**src/rtl/mmu_refill.sv**
```systemverilog
// mmu_refill: hardware refill engine for the mmu register interface.
// On a translation miss it reads the mmu fault register, fetches the matching
// PTE from an in-memory page table, writes the mapping into the mmu and then
// clears the fault. All outputs are registered.
//
// Ports:
//   clk, reset          clock, asynchronous active-low reset
//   start               one-cycle refill request (honoured only when idle)
//   busy/done/fail      status; done and fail are one-cycle pulses
//   fail_cause          1=protection fault, 2=invalid PTE, 3=memory timeout
//   cfg_write/cfg_data  load page-table base (bit 0 forced to 0)
//   reg_read            mmu fault register (combinational from the mmu)
//   reg_write/reg_data  mmu register write port
//   mem_req/mem_addr    page-table read request
//   mem_ack/mem_rdata   page-table read completion and PTE
module mmu_refill #(
   parameter int RV      = 16,
   parameter int PA      = RV,
   parameter int VA      = RV,
   parameter int NMMU    = 8,
   parameter int TIMEOUT = 15
) (
   input  logic          clk,
   input  logic          reset,
   input  logic          start,
   output logic          busy,
   output logic          done,
   output logic          fail,
   output logic [1:0]    fail_cause,
   input  logic          cfg_write,
   input  logic [PA-1:0] cfg_data,
   input  logic [RV-1:0] reg_read,
   output logic          reg_write,
   output logic [RV-1:0] reg_data,
   output logic          mem_req,
   output logic [PA-1:0] mem_addr,
   input  logic          mem_ack,
   input  logic [RV-1:0] mem_rdata
);

   localparam int PW = $clog2(NMMU);
   localparam int IW = PW + 2;
   localparam int CW = $clog2(TIMEOUT + 1);
   localparam logic [CW-1:0] CNT_LAST = CW'(TIMEOUT - 1);
   localparam logic [CW-1:0] CNT_ONE  = CW'(1);

   typedef enum logic [2:0] {
      ST_IDLE    = 3'd0,
      ST_CAPTURE = 3'd1,
      ST_FETCH   = 3'd2,
      ST_MAP     = 3'd3,
      ST_CLEAR   = 3'd4,
      ST_DONE    = 3'd5
   } state_t;

   state_t        state_r, state_nxt_s;
   logic [PA-1:0] ptbase_r;
   logic [CW-1:0] cnt_r, cnt_nxt_s;
   logic [PW-1:0] page_r, page_nxt_s;
   logic          ins_r, ins_nxt_s;
   logic          sup_r, sup_nxt_s;
   logic          done_nxt_s, fail_nxt_s, reg_write_nxt_s, mem_req_nxt_s;
   logic [1:0]    cause_nxt_s;
   logic [RV-1:0] reg_data_nxt_s, clear_data_s;
   logic [PA-1:0] mem_addr_nxt_s;
   logic [IW-1:0] idx_s;
   logic          unused_s;

   // Mapping-slot index taken straight from the fault register during CAPTURE.
   assign idx_s = {reg_read[4], reg_read[3], reg_read[RV-1:RV-PW]};

   // Fault-register fields that the engine never looks at.
   assign unused_s = ^{reg_read[RV-PW-1:5], reg_read[2], reg_read[0],
                       mem_rdata[0], cfg_data[0], 1'(VA)};

   // Fault-register write: keep page/ins/sup, clear write/valid, bit 0 = 0.
   always_comb begin
      clear_data_s             = {RV{1'b0}};
      clear_data_s[RV-1:RV-PW] = page_r;
      clear_data_s[4]          = ins_r;
      clear_data_s[3]          = sup_r;
   end

   // Page-table base register, writable in any state.
   always_ff @(posedge clk or negedge reset) begin
      if (!reset) begin
         ptbase_r <= {PA{1'b0}};
      end else if (cfg_write) begin
         ptbase_r <= {cfg_data[PA-1:1], 1'b0};
      end else begin
         ptbase_r <= ptbase_r;
      end
   end

   // Next-state and next-output logic; outputs are registered one step later
   // so each output is valid in the same cycle as the state it belongs to.
   always_comb begin
      state_nxt_s     = state_r;
      cnt_nxt_s       = cnt_r;
      page_nxt_s      = page_r;
      ins_nxt_s       = ins_r;
      sup_nxt_s       = sup_r;
      done_nxt_s      = 1'b0;
      fail_nxt_s      = 1'b0;
      reg_write_nxt_s = 1'b0;
      mem_req_nxt_s   = 1'b0;
      cause_nxt_s     = fail_cause;
      reg_data_nxt_s  = reg_data;
      mem_addr_nxt_s  = mem_addr;
      case (state_r)
         ST_IDLE: begin
            if (start) begin
               state_nxt_s = ST_CAPTURE;
            end else begin
               state_nxt_s = ST_IDLE;
            end
         end
         ST_CAPTURE: begin
            page_nxt_s = reg_read[RV-1:RV-PW];
            ins_nxt_s  = reg_read[4];
            sup_nxt_s  = reg_read[3];
            if (reg_read[1]) begin
               fail_nxt_s  = 1'b1;
               cause_nxt_s = 2'd1;
               state_nxt_s = ST_IDLE;
            end else begin
               // PTEs are 2 bytes wide; the sum wraps modulo 2^PA.
               mem_addr_nxt_s = ptbase_r + (PA'(idx_s) << 1'b1);
               mem_req_nxt_s  = 1'b1;
               cnt_nxt_s      = {CW{1'b0}};
               state_nxt_s    = ST_FETCH;
            end
         end
         ST_FETCH: begin
            // An ack on the final counted cycle still wins over the timeout.
            if (mem_ack) begin
               if (mem_rdata[1]) begin
                  reg_write_nxt_s = 1'b1;
                  reg_data_nxt_s  = {mem_rdata[RV-1:3], mem_rdata[2], 2'b11};
                  state_nxt_s     = ST_MAP;
               end else begin
                  fail_nxt_s  = 1'b1;
                  cause_nxt_s = 2'd2;
                  state_nxt_s = ST_IDLE;
               end
            end else if (cnt_r == CNT_LAST) begin
               cnt_nxt_s   = cnt_r + CNT_ONE;
               fail_nxt_s  = 1'b1;
               cause_nxt_s = 2'd3;
               state_nxt_s = ST_IDLE;
            end else begin
               cnt_nxt_s     = cnt_r + CNT_ONE;
               mem_req_nxt_s = 1'b1;
            end
         end
         ST_MAP: begin
            // Mapping must land before the fault clear: the mmu picks the
            // slot from the fault-register fields still in place.
            reg_write_nxt_s = 1'b1;
            reg_data_nxt_s  = clear_data_s;
            state_nxt_s     = ST_CLEAR;
         end
         ST_CLEAR: begin
            done_nxt_s  = 1'b1;
            state_nxt_s = ST_DONE;
         end
         ST_DONE: begin
            state_nxt_s = ST_IDLE;
         end
         default: begin
            state_nxt_s = ST_IDLE;
         end
      endcase
   end

   // State register.
   always_ff @(posedge clk or negedge reset) begin
      if (!reset) begin
         state_r <= ST_IDLE;
      end else begin
         state_r <= state_nxt_s;
      end
   end

   // Datapath and registered outputs.
   always_ff @(posedge clk or negedge reset) begin
      if (!reset) begin
         cnt_r      <= {CW{1'b0}};
         page_r     <= {PW{1'b0}};
         ins_r      <= 1'b0;
         sup_r      <= 1'b0;
         busy       <= 1'b0;
         done       <= 1'b0;
         fail       <= 1'b0;
         fail_cause <= 2'd0;
         reg_write  <= 1'b0;
         reg_data   <= {RV{1'b0}};
         mem_req    <= 1'b0;
         mem_addr   <= {PA{1'b0}};
      end else begin
         cnt_r      <= cnt_nxt_s;
         page_r     <= page_nxt_s;
         ins_r      <= ins_nxt_s;
         sup_r      <= sup_nxt_s;
         busy       <= (state_nxt_s != ST_IDLE);
         done       <= done_nxt_s;
         fail       <= fail_nxt_s;
         fail_cause <= cause_nxt_s;
         reg_write  <= reg_write_nxt_s;
         reg_data   <= reg_data_nxt_s;
         mem_req    <= mem_req_nxt_s;
         mem_addr   <= mem_addr_nxt_s;
      end
   end

endmodule

```
**config.mk**
```make
export PLATFORM = sky130hd
export DESIGN_NAME = mmu_refill
export DESIGN_NICKNAME = d
export VERILOG_FILES = /design/src/rtl/mmu_refill.sv
export SDC_FILE = /design/constraint.sdc
export NUM_CORES = 1
export LEC_CHECK = 0
export CORE_UTILIZATION = 30
export DETAILED_ROUTE_END_ITERATION = 16
export GPL_TIMING_DRIVEN = 0
export HOLD_SLACK_MARGIN = 0.05
export PLACE_DENSITY = 0.6
export SLEW_MARGIN = 20
export SYNTH_ARGS = -nofsm -noshare
export SYNTH_HDL_FRONTEND = slang
export SYNTH_SLANG_ARGS = --single-unit
```
**constraint.sdc**
```tcl
create_clock -name clk -period 2.3 [get_ports clk]
set_clock_uncertainty 0.15 [all_clocks]
set_input_delay 0.46 -clock clk [delete_from_list [all_inputs] [get_ports clk]]
set_output_delay 0.46 -clock clk [all_outputs]
set_load 0.005 [all_outputs]
```
* Yosys cells after proc, flatten, opt, wreduce, memory -nomap -nowiden
Cells that the tools add are included.
** Word-level totals
- Bits in registers :: 66
- Bits of input ports :: 53
- Output and inout port bits :: 39
- Word-level logic and storage cells :: 67
** Operators by class
- $add $sub $neg :: 2
- Equality and inequality tests :: 12
- Mux-type cells :: 30
- Bitwise operators :: 1
- Reduce and logical (&&, ||, !) cells :: 8
** Operators with widths (count)
- 2-to-1 mux 16 bit :: 2
- case mux 16 bit (2 select lines) :: 1
- adder 16 x 6 -> 16 bit :: 1
- case mux 3 bit (5 select lines) :: 1
- 2-to-1 mux 2 bit :: 6
- 2-to-1 mux 1 bit :: 11
- != test 2 bit (second input constant) :: 5
- 2-to-1 mux 4 bit :: 2
- case mux 4 bit (2 select lines) :: 1
- == test 3 x 2 -> 1 bit (second input constant) :: 2
- 2-to-1 mux 3 bit :: 2
- != test 3 bit (second input constant) :: 2
- case mux 1 bit (2 select lines) :: 3
- AND reduction 3 bit :: 2
- adder 4 x 1 -> 4 bit (second input constant) :: 1
- == test 4 bit (second input constant) :: 1
- case mux 2 bit (2 select lines) :: 1
- AND reduction 4 bit :: 1
- nonzero test 2 bit :: 2
- == test 3 x 1 -> 1 bit (second input constant) :: 1
- == test 3 bit (second input constant) :: 1
- zero test 3 bit :: 1
- nonzero test 3 bit :: 1
- AND reduction 2 bit :: 1
- NOT 1 bit :: 1

* Logic depth before layout (Yosys ltp)
Gate-level depths: netlist of run 1.
- Depth in word-level cells :: 5
- Gate-level depth with buffers :: 7

* Worst setup path before layout of run 1
OpenSTA, ideal clock, no wires.
- Path kind :: input to register
- Start :: input reg_read[13]
- End :: register mem_addr[15]
- Setup time :: 0.126 ns
- Arrival time :: 1.782 ns
- Data required time :: 2.024 ns
- Path slack :: 0.242 ns
- Cell stages on the path :: 7
- Cells stage by stage :: ha_1 fa_1 a21oi_1 o211ai_1 nand3_1 xor2_1 o21ai_0
** On the way
- Cells in the longest elaborated chain, start to end :: 1
** RTL lines
- start, declared :: line 32 : input logic [RV-1:0] reg_read,
- adder 16 x 6 -> 16 bit :: line 128 : mem_addr_nxt_s = ptbase_r + (PA'(idx_s) << 1'b1);
- end signal, assigned :: line 199 : mem_addr <= {PA{1'b0}};
- end signal, assigned :: line 212 : mem_addr <= mem_addr_nxt_s;
- end, declared :: line 36 : output logic [PA-1:0] mem_addr,
Every way passes these cells.
A chain may end at the register's enable or synchronous reset.

* Final worst setup path of run 1
- Start :: input reg_read[15]
- End :: register mem_addr[8]
The elaborated chain is that of the path after synthesis.

==> results.cfg, run 1 <==
[status]
status = completed

[clock_tree]
cts-buffers-inserted = 9
root_buffer = clkbuf_8
clk_latency_ps = 340
cts_tree = yes
cts.sinks = 64
h-tree-depth = 3
clk_pin_slew_worst_paths_ps = 70
clock_path_buffers = 2

[pwr]
p_sw_share_pct = 29.9
p_leak_uw = 0.00177
combPwrFrac_pct = 35.5
power.density_nw_per_um2 = 1100
switching_power_uw = 1320
ir_worst_vdd_mv = 0.435
power_frac_seq_pct = 40.6
pwr-share-clk_pct = 23.9
p_int_uw = 3100

[sta]
rsz0062_at_grt = false
fin_crit_sh_pct = 92.8
timing.fmax_ghz = 0.468
relSlewSlack_pct = 66.6
hold_viol = 0
period_needed_ps = 2130
setup_slack_ps = 165
setup_viol = 0
worst_pin_slew_ps = 498
drv_slew = 0

[placed_design]
dp_hpwl_microns = 4790
post-place-ws_ps = -468
place_congestion = 0.837
io_buffers = 77

[setup_path]
worstPathRequired_ps = 2360
r2r_slack_ps = 310
reg2reg_to = mem_addr[13]
cp-start-kind = input port
ff2ff_path_depth = 8
endpoint_kind = flip-flop
arrival_ps = 2200
criticalPathCategory = input port to flip-flop
cp-startpoint = reg_read[15]
crit_fanout = 5
r2r_start = ptbase_r[1]
endpoint = mem_addr[8]

[synthesis]
avgSynthCellArea_sq_um = 11.5
synthCells = 246
synth_enable_flop_cells = 0
synth-seq-cells = 64
yosysWarnings = 0
synthFlopType = dfrtp_1
syn_nets = 307
synth-async-reset-ratio_pct = 100
syn_area_sq_um = 2820
seq_area_frac_synth_pct = 56.8
ys_types = 37

[detailed_routing]
drc_errors = 0
wl_met3_microns = 293
drt_iter0_markers = 80
viasPerCell = 4.63
routed_wl_microns = 6290
num_vias = 2099
drt-met1-wl_microns = 3050
avgRoutedWirePerCell_microns = 13.9
wl_met2_microns = 2900
ant_nets = 0
top_layer = met4
first_pass_iters = 4

[finish]
postLayoutCoreUtil_pct = 43.7
diodes = 0
drive_gt1_share_pct = 17.0
nNetsFinal = 398
area_delta_synth_final_pct = 42.4

[grt]
track_usage_pct = 13.3
grt_pass1_vias = 2049
grt_max_degree = 34
grt-ovfl-total = 0
grt_pass1_wl_microns = 10000
antenna_found_initial = 0

[floorplan]
die-area_sq_um = 9800
io_pins = 92
fp-row-count = 35
die_width_microns = 99.0
core_sq_um = 9200
initial_core_util_pct = 30.7
die_y_microns = 99.0

[min_path]
hold_path.class = flip-flop to flip-flop

[run]
maxCapViolations = 0
[cells in the final DEF, fill, tap and decap left out, types with 2 or more instances in the layout]
| master | count |
|---|---|
| clkdlybuf4s50_1 | 75 |
| dfrtp_1 | 64 |
| nand2_1 | 31 |
| mux2_2 | 21 |
| nand3_1 | 14 |
| o21ai_0 | 13 |
| o21ai_1 | 13 |
| xor2_1 | 10 |
| a22o_1 | 10 |
| clkbuf_8 | 9 |
| nor2_1 | 8 |
| inv_1 | 6 |
| ha_1 | 6 |
| and3_1 | 5 |
| o22ai_1 | 5 |
| buf_4 | 4 |
| clkbuf_1 | 3 |
| buf_2 | 3 |
| xnor2_1 | 3 |
| clkinvlp_4 | 3 |
| nand2b_1 | 2 |
| nor3_1 | 2 |
| a21oi_2 | 2 |
| or2_2 | 2 |
| buf_6 | 2 |
| a21o_1 | 2 |
| bufinv_16 | 2 |
[what timing repair did]
| item | 4_1_cts | 5_1_grt |
|---|---|---|
| pin swaps | 3 | 4 |
| hold buffers | 1 | 0 |
| hold endpoints to repair | 31 | 0 |
| gates resized for setup | 3 | 4 |
| setup buffers | 0 | 1 |
| setup endpoints to repair | 5 | 6 |
| gates cloned | 0 | 0 |
[final cells by class]
| cell class | instances | area [sq um] |
|---|---|---|
| well taps | 111 | 139 |
| repair buffers | 80 | 808 |
| flip-flops and latches | 64 | 1600 |
| inverters | 6 | 22.5 |
| multi-input cells | 166 | 1160 |
| clock buffers | 9 | 124 |
| plain buffers | 10 | 63.8 |
| clock inverters | 7 | 96.3 |
| fillers | 905 | 5180 |
[synthesized netlist by cell type (2+ instances only)]
master,count,area [sq um]
xor2_1,10,87.6
dfrtp_1,64,1600
inv_1,6,22.5
or2_2,2,12.5
nand2b_1,2,12.5
a21o_1,2,15.0
nor2_1,8,30.0
a211oi_1,2,15.0
nand3_1,14,70.1
buf_6,2,22.5
buf_2,3,15.0
ha_1,7,87.6
nand2_1,31,116
o22ai_1,5,31.3
a21oi_1,2,10.0
o21ai_1,14,70.1
o21ai_0,13,65.1
buf_4,2,15.0
a22o_1,10,87.6
mux2_2,21,236
clkbuf_1,3,11.3
nor3_1,2,10.0
and3_1,5,31.3
xnor2_1,3,26.3
[per-stage QoR]
step	area (sq um)	std cells	TNS [ps]	hold slack (ps)	power (uW)
after floorplan	2820	246	0	14.4	2490
after global placement	3730	434	-101680	313	3360
after detailed placement	3750	435	-3620	281	3390
after CTS	3990	452	0	338	4470
after global routing	4020	453	0	351	4710
final	4020	453	0	327	4420
[routing by layer]
| metal | up-vias | global-route usage (%) |
|---|---|---|
| li1 | 1046 | - |
| met5 | - | 0 |
| met4 | 0 | 5.63 |
| met3 | 4 | 3.26 |
| met1 | 993 | 17.9 |
| met2 | 56 | 20.5 |
[sequential cells by signal (all words and copies together) (netlist names)]
name and cells:
cnt_r 4, fail_cause 2, ptbase_r 15, reg_data 15, mem_req 1, page_r 3, ins_r 1, reg_write 1
sup_r 1, busy 1, state_r 3, fail 1, done 1, mem_addr 15
[power by group through the flow]
stage               Sequential [uW]  Clock [uW]  Combinational [uW]
detailed placement             1820           0                1580
finish                         1790        1050                1570
global placement               1800           0                1560
global route                   1850        1130                1730
floorplan                      1790           0                 704
CTS                            1800        1080                1590
[kinds of logic (layout without fill, tap and decap cells)]
logic type | count (synthesis) | in the layout | share of synthesized area (%)
AOI/OAI and AO/OA | 53 | 53 | 11.8
xor gates and xnor gates | 13 | 13 | 4.04
adders and majority gates | 8 | 8 | 3.81
buffers and inverters | 16 | 112 | 3.06
DFF | 64 | 64 | 56.8
muxes | 21 | 21 | 8.38
other | 1 | 1 | 0.133
and+or+nand+nor | 70 | 70 | 12.0
[critical path: stages]
cell             delay (ps)
clkdlybuf4s50_1         450
ha_1                    370
o21ai_0                 360
o21ai_2                 150
nand3_1                 140
xor2_1                  180
o21ai_1                  80
[worst min-delay path by stage]
| stage | cells past startpoint | to | start | slack [ps] |
|---|---|---|---|---|
| final | 2 | reg_data[14] | reg_data[14] | 330 |
| after detailed placement | 1 | reg_data[7] | reset | 280 |
| after global routing | 1 | fail_cause[1] | fail_cause[1] | 350 |
| after global placement | 2 | reg_data[14] | reg_data[14] | 310 |
| after floorplan | 0 | busy | reset | 10 |
| after CTS | 2 | reg_data[14] | reg_data[14] | 340 |
No activity file was read; power rests on OpenSTA's default activity.
==> inputs of run 2 (changes only) <==
--- a/config.mk
+++ b/config.mk
@@ -9,7 +9,7 @@
 export DETAILED_ROUTE_END_ITERATION = 16
 export GPL_TIMING_DRIVEN = 0
 export HOLD_SLACK_MARGIN = 0.05
-export PLACE_DENSITY = 0.6
+export PLACE_DENSITY = 0.62
 export SLEW_MARGIN = 20
 export SYNTH_ARGS = -nofsm -noshare
 export SYNTH_HDL_FRONTEND = slang
==> constraint.sdc (replaced) <==
create_clock -name clk -period 1.9 [get_ports clk]
set_clock_uncertainty 0.15 [all_clocks]
set_input_delay 0.38 -clock clk [delete_from_list [all_inputs] [get_ports clk]]
set_output_delay 0.38 -clock clk [all_outputs]
set_load 0.005 [all_outputs]
==> results.cfg, run 2 (synthesis results as in run 1) <==
[status]
status = finished, violations left
violations = setup timing

[sta]
period_needed_ps = 1990
tns_ps = -383
drv_slew = 0
setup_slack_ps = -92.6
timing.fmax_ghz = 0.502
rsz0062_at_grt = true
fin_crit_sh_pct = 105
setup_viol = 5
hold_viol = 0

[placed_design]
dp_hpwl_microns = 4710
dpl.cell_count = 435
placed_cell_area_sq_um = 3750
post-place-ws_ps = -664
place_congestion = 0.750
io_buffers = 77

[detailed_routing]
viasPerCell = 4.74
drt_iter0_markers = 98
avgRoutedWirePerCell_microns = 14.0
drc_errors = 0
first_pass_iters = 4
ant_nets = 0
routed_wl_microns = 6420
num_vias = 2181

[floorplan]
die-area_sq_um = 9800
fp-row-count = 35
initial_core_util_pct = 30.7
core_sq_um = 9200
die_width_microns = 99.0
io_pins = 92
die_y_microns = 99.0

[setup_path]
r2r_start = ptbase_r[1]
reg2reg_to = mem_addr[11]
r2r_slack_ps = -90
ff2ff_path_depth = 7
worstPathCellList = ha_4 -> fa_2 -> a21oi_2 -> o211ai_1 -> nand3_1 -> xor2_1 -> o21ai_1
crit_fanout = 5
cp-start-kind = flip-flop
cp_slowest_cell = dfrtp_1
worstPathRequired_ps = 1980
arrival_ps = 2070
max_stage_delay_ps = 430
criticalPathCategory = flip-flop to flip-flop
endpoint_kind = flip-flop

[run]
maxCapViolations = 0

[finish]
register_area_sq_um = 1600
nFillCells = 872
postLayoutCoreUtil_pct = 44.5
layout_common_cells = clkdlybuf4s50_1 (71), dfrtp_1 (64), nand2_1 (31)
reg_top3 = mem_addr: 15 flops, ptbase_r: 15 flops, reg_data: 15 flops
fin_cells = 460
final_common_cell = clkdlybuf4s50_1
drive_gt1_share_pct = 20.1
nNetsFinal = 405
diodes = 0
area_delta_synth_final_pct = 45.0
final_area_sq_um = 4090
multi_input_area_sq_um = 1210

[clock_tree]
clk_pin_slew_worst_paths_ps = 80
root_buffer = clkbuf_8
cts_tree = yes
clk_latency_ps = 340
cts.sinks = 64
cts-buffers-inserted = 9
clock_path_buffers = 2
h-tree-depth = 3

[grt]
grt_pass1_vias = 2146
antenna_found_initial = 0
track_usage_pct = 14.1
grt_max_degree = 38
grt_pass1_wl_microns = 10700
grt-ovfl-total = 0

[min_path]
holdCritStartpoint = reg_read[4]
hold_end = ins_r
hold_depth = 2
hold_path.class = input port to flip-flop

[pwr]
ir_worst_vdd_mv = 0.376
power.density_nw_per_um2 = 1300
p_leak_uw = 0.00182
==> run 2: changes by cell type in the layout (fill, tap and decap cells not counted), moves of 2 or more <==
cell | before | now
buf_4 | 4 | 11
dlygate4sd2_1 | 0 | 3
o21ai_0 | 13 | 10
o21ai_1 | 13 | 16
clkbuf_2 | 0 | 2
ha_1 | 6 | 3
ha_4 | 1 | 4
clkinv_2 | 1 | 3
clkdlybuf4s50_1 | 75 | 71
==> run 2: worst max-delay path by stage <==
stage            startpoint             to  slack (ps)
2_1_floorplan  reg_read[13]   mem_addr[15]          20
3_3_place_gp          reset  fail_cause[1]       -1810
3_5_place_dp   reg_read[13]   mem_addr[15]        -660
4_1_cts         ptbase_r[1]    mem_addr[7]        -120
5_1_grt         ptbase_r[1]   mem_addr[11]        -210
6_report        ptbase_r[1]   mem_addr[11]         -90
==> run 2: critical path: cells and delay by family (launching register included) <==
kind	cells	cell delay, ps
flops	1	430
compound gates	3	460
xor+xnor	1	160
simple gates	1	150
fa+ha+maj	2	530
==> run 2: cell type report <==
cell class	instances	area share, %
plain buffers	10	1.62
clock buffers	10	3.12
clock inverters	6	1.47
inverters	6	0.551
multi-input cells	166	29.7
flip-flops and latches	64	39.2
well taps	111	3.40
repair buffers	87	21.0
==> run 2: what timing repair did <==
| action | CTS | global route |
|---|---|---|
| resized for setup | 10 | 11 |
| setup endpoints to repair | 10 | 26 |
| setup buffers | 4 | 4 |
| pin swaps | 11 | 10 |
| hold buffers | 1 | 0 |
| endpoints found under the hold margin | 27 | 0 |
==> run 2: through the flow <==
step	hold WS (ps)	power (uW)
after global placement	314	4060
final	294	5310
after floorplan	-65.6	3020
after CTS	305	5290
after global routing	303	5680
after detailed placement	177	4110
==> run 2: routing by layer <==
| metal | vias to the layer above | global-route usage [%] | part of all wire, % | routed length [microns] |
|---|---|---|---|---|
| met2 | 66 | 22.2 | 46 | 2950 |
| met3 | 6 | 3.55 | 4.9 | 314 |
| met1 | 1046 | 19.0 | 48 | 3080 |
| met5 | - | 0 | 0 | 0 |
| met4 | 0 | 4.82 | 1.2 | 79 |
| li1 | 1063 | - | - | - |
==> run 2: power by group <==
part | internal, uW | switching (uW)
combinational | 1230 | 770
clock | 599 | 538
sequential | 1850 | 319
total | 3680 | 1630
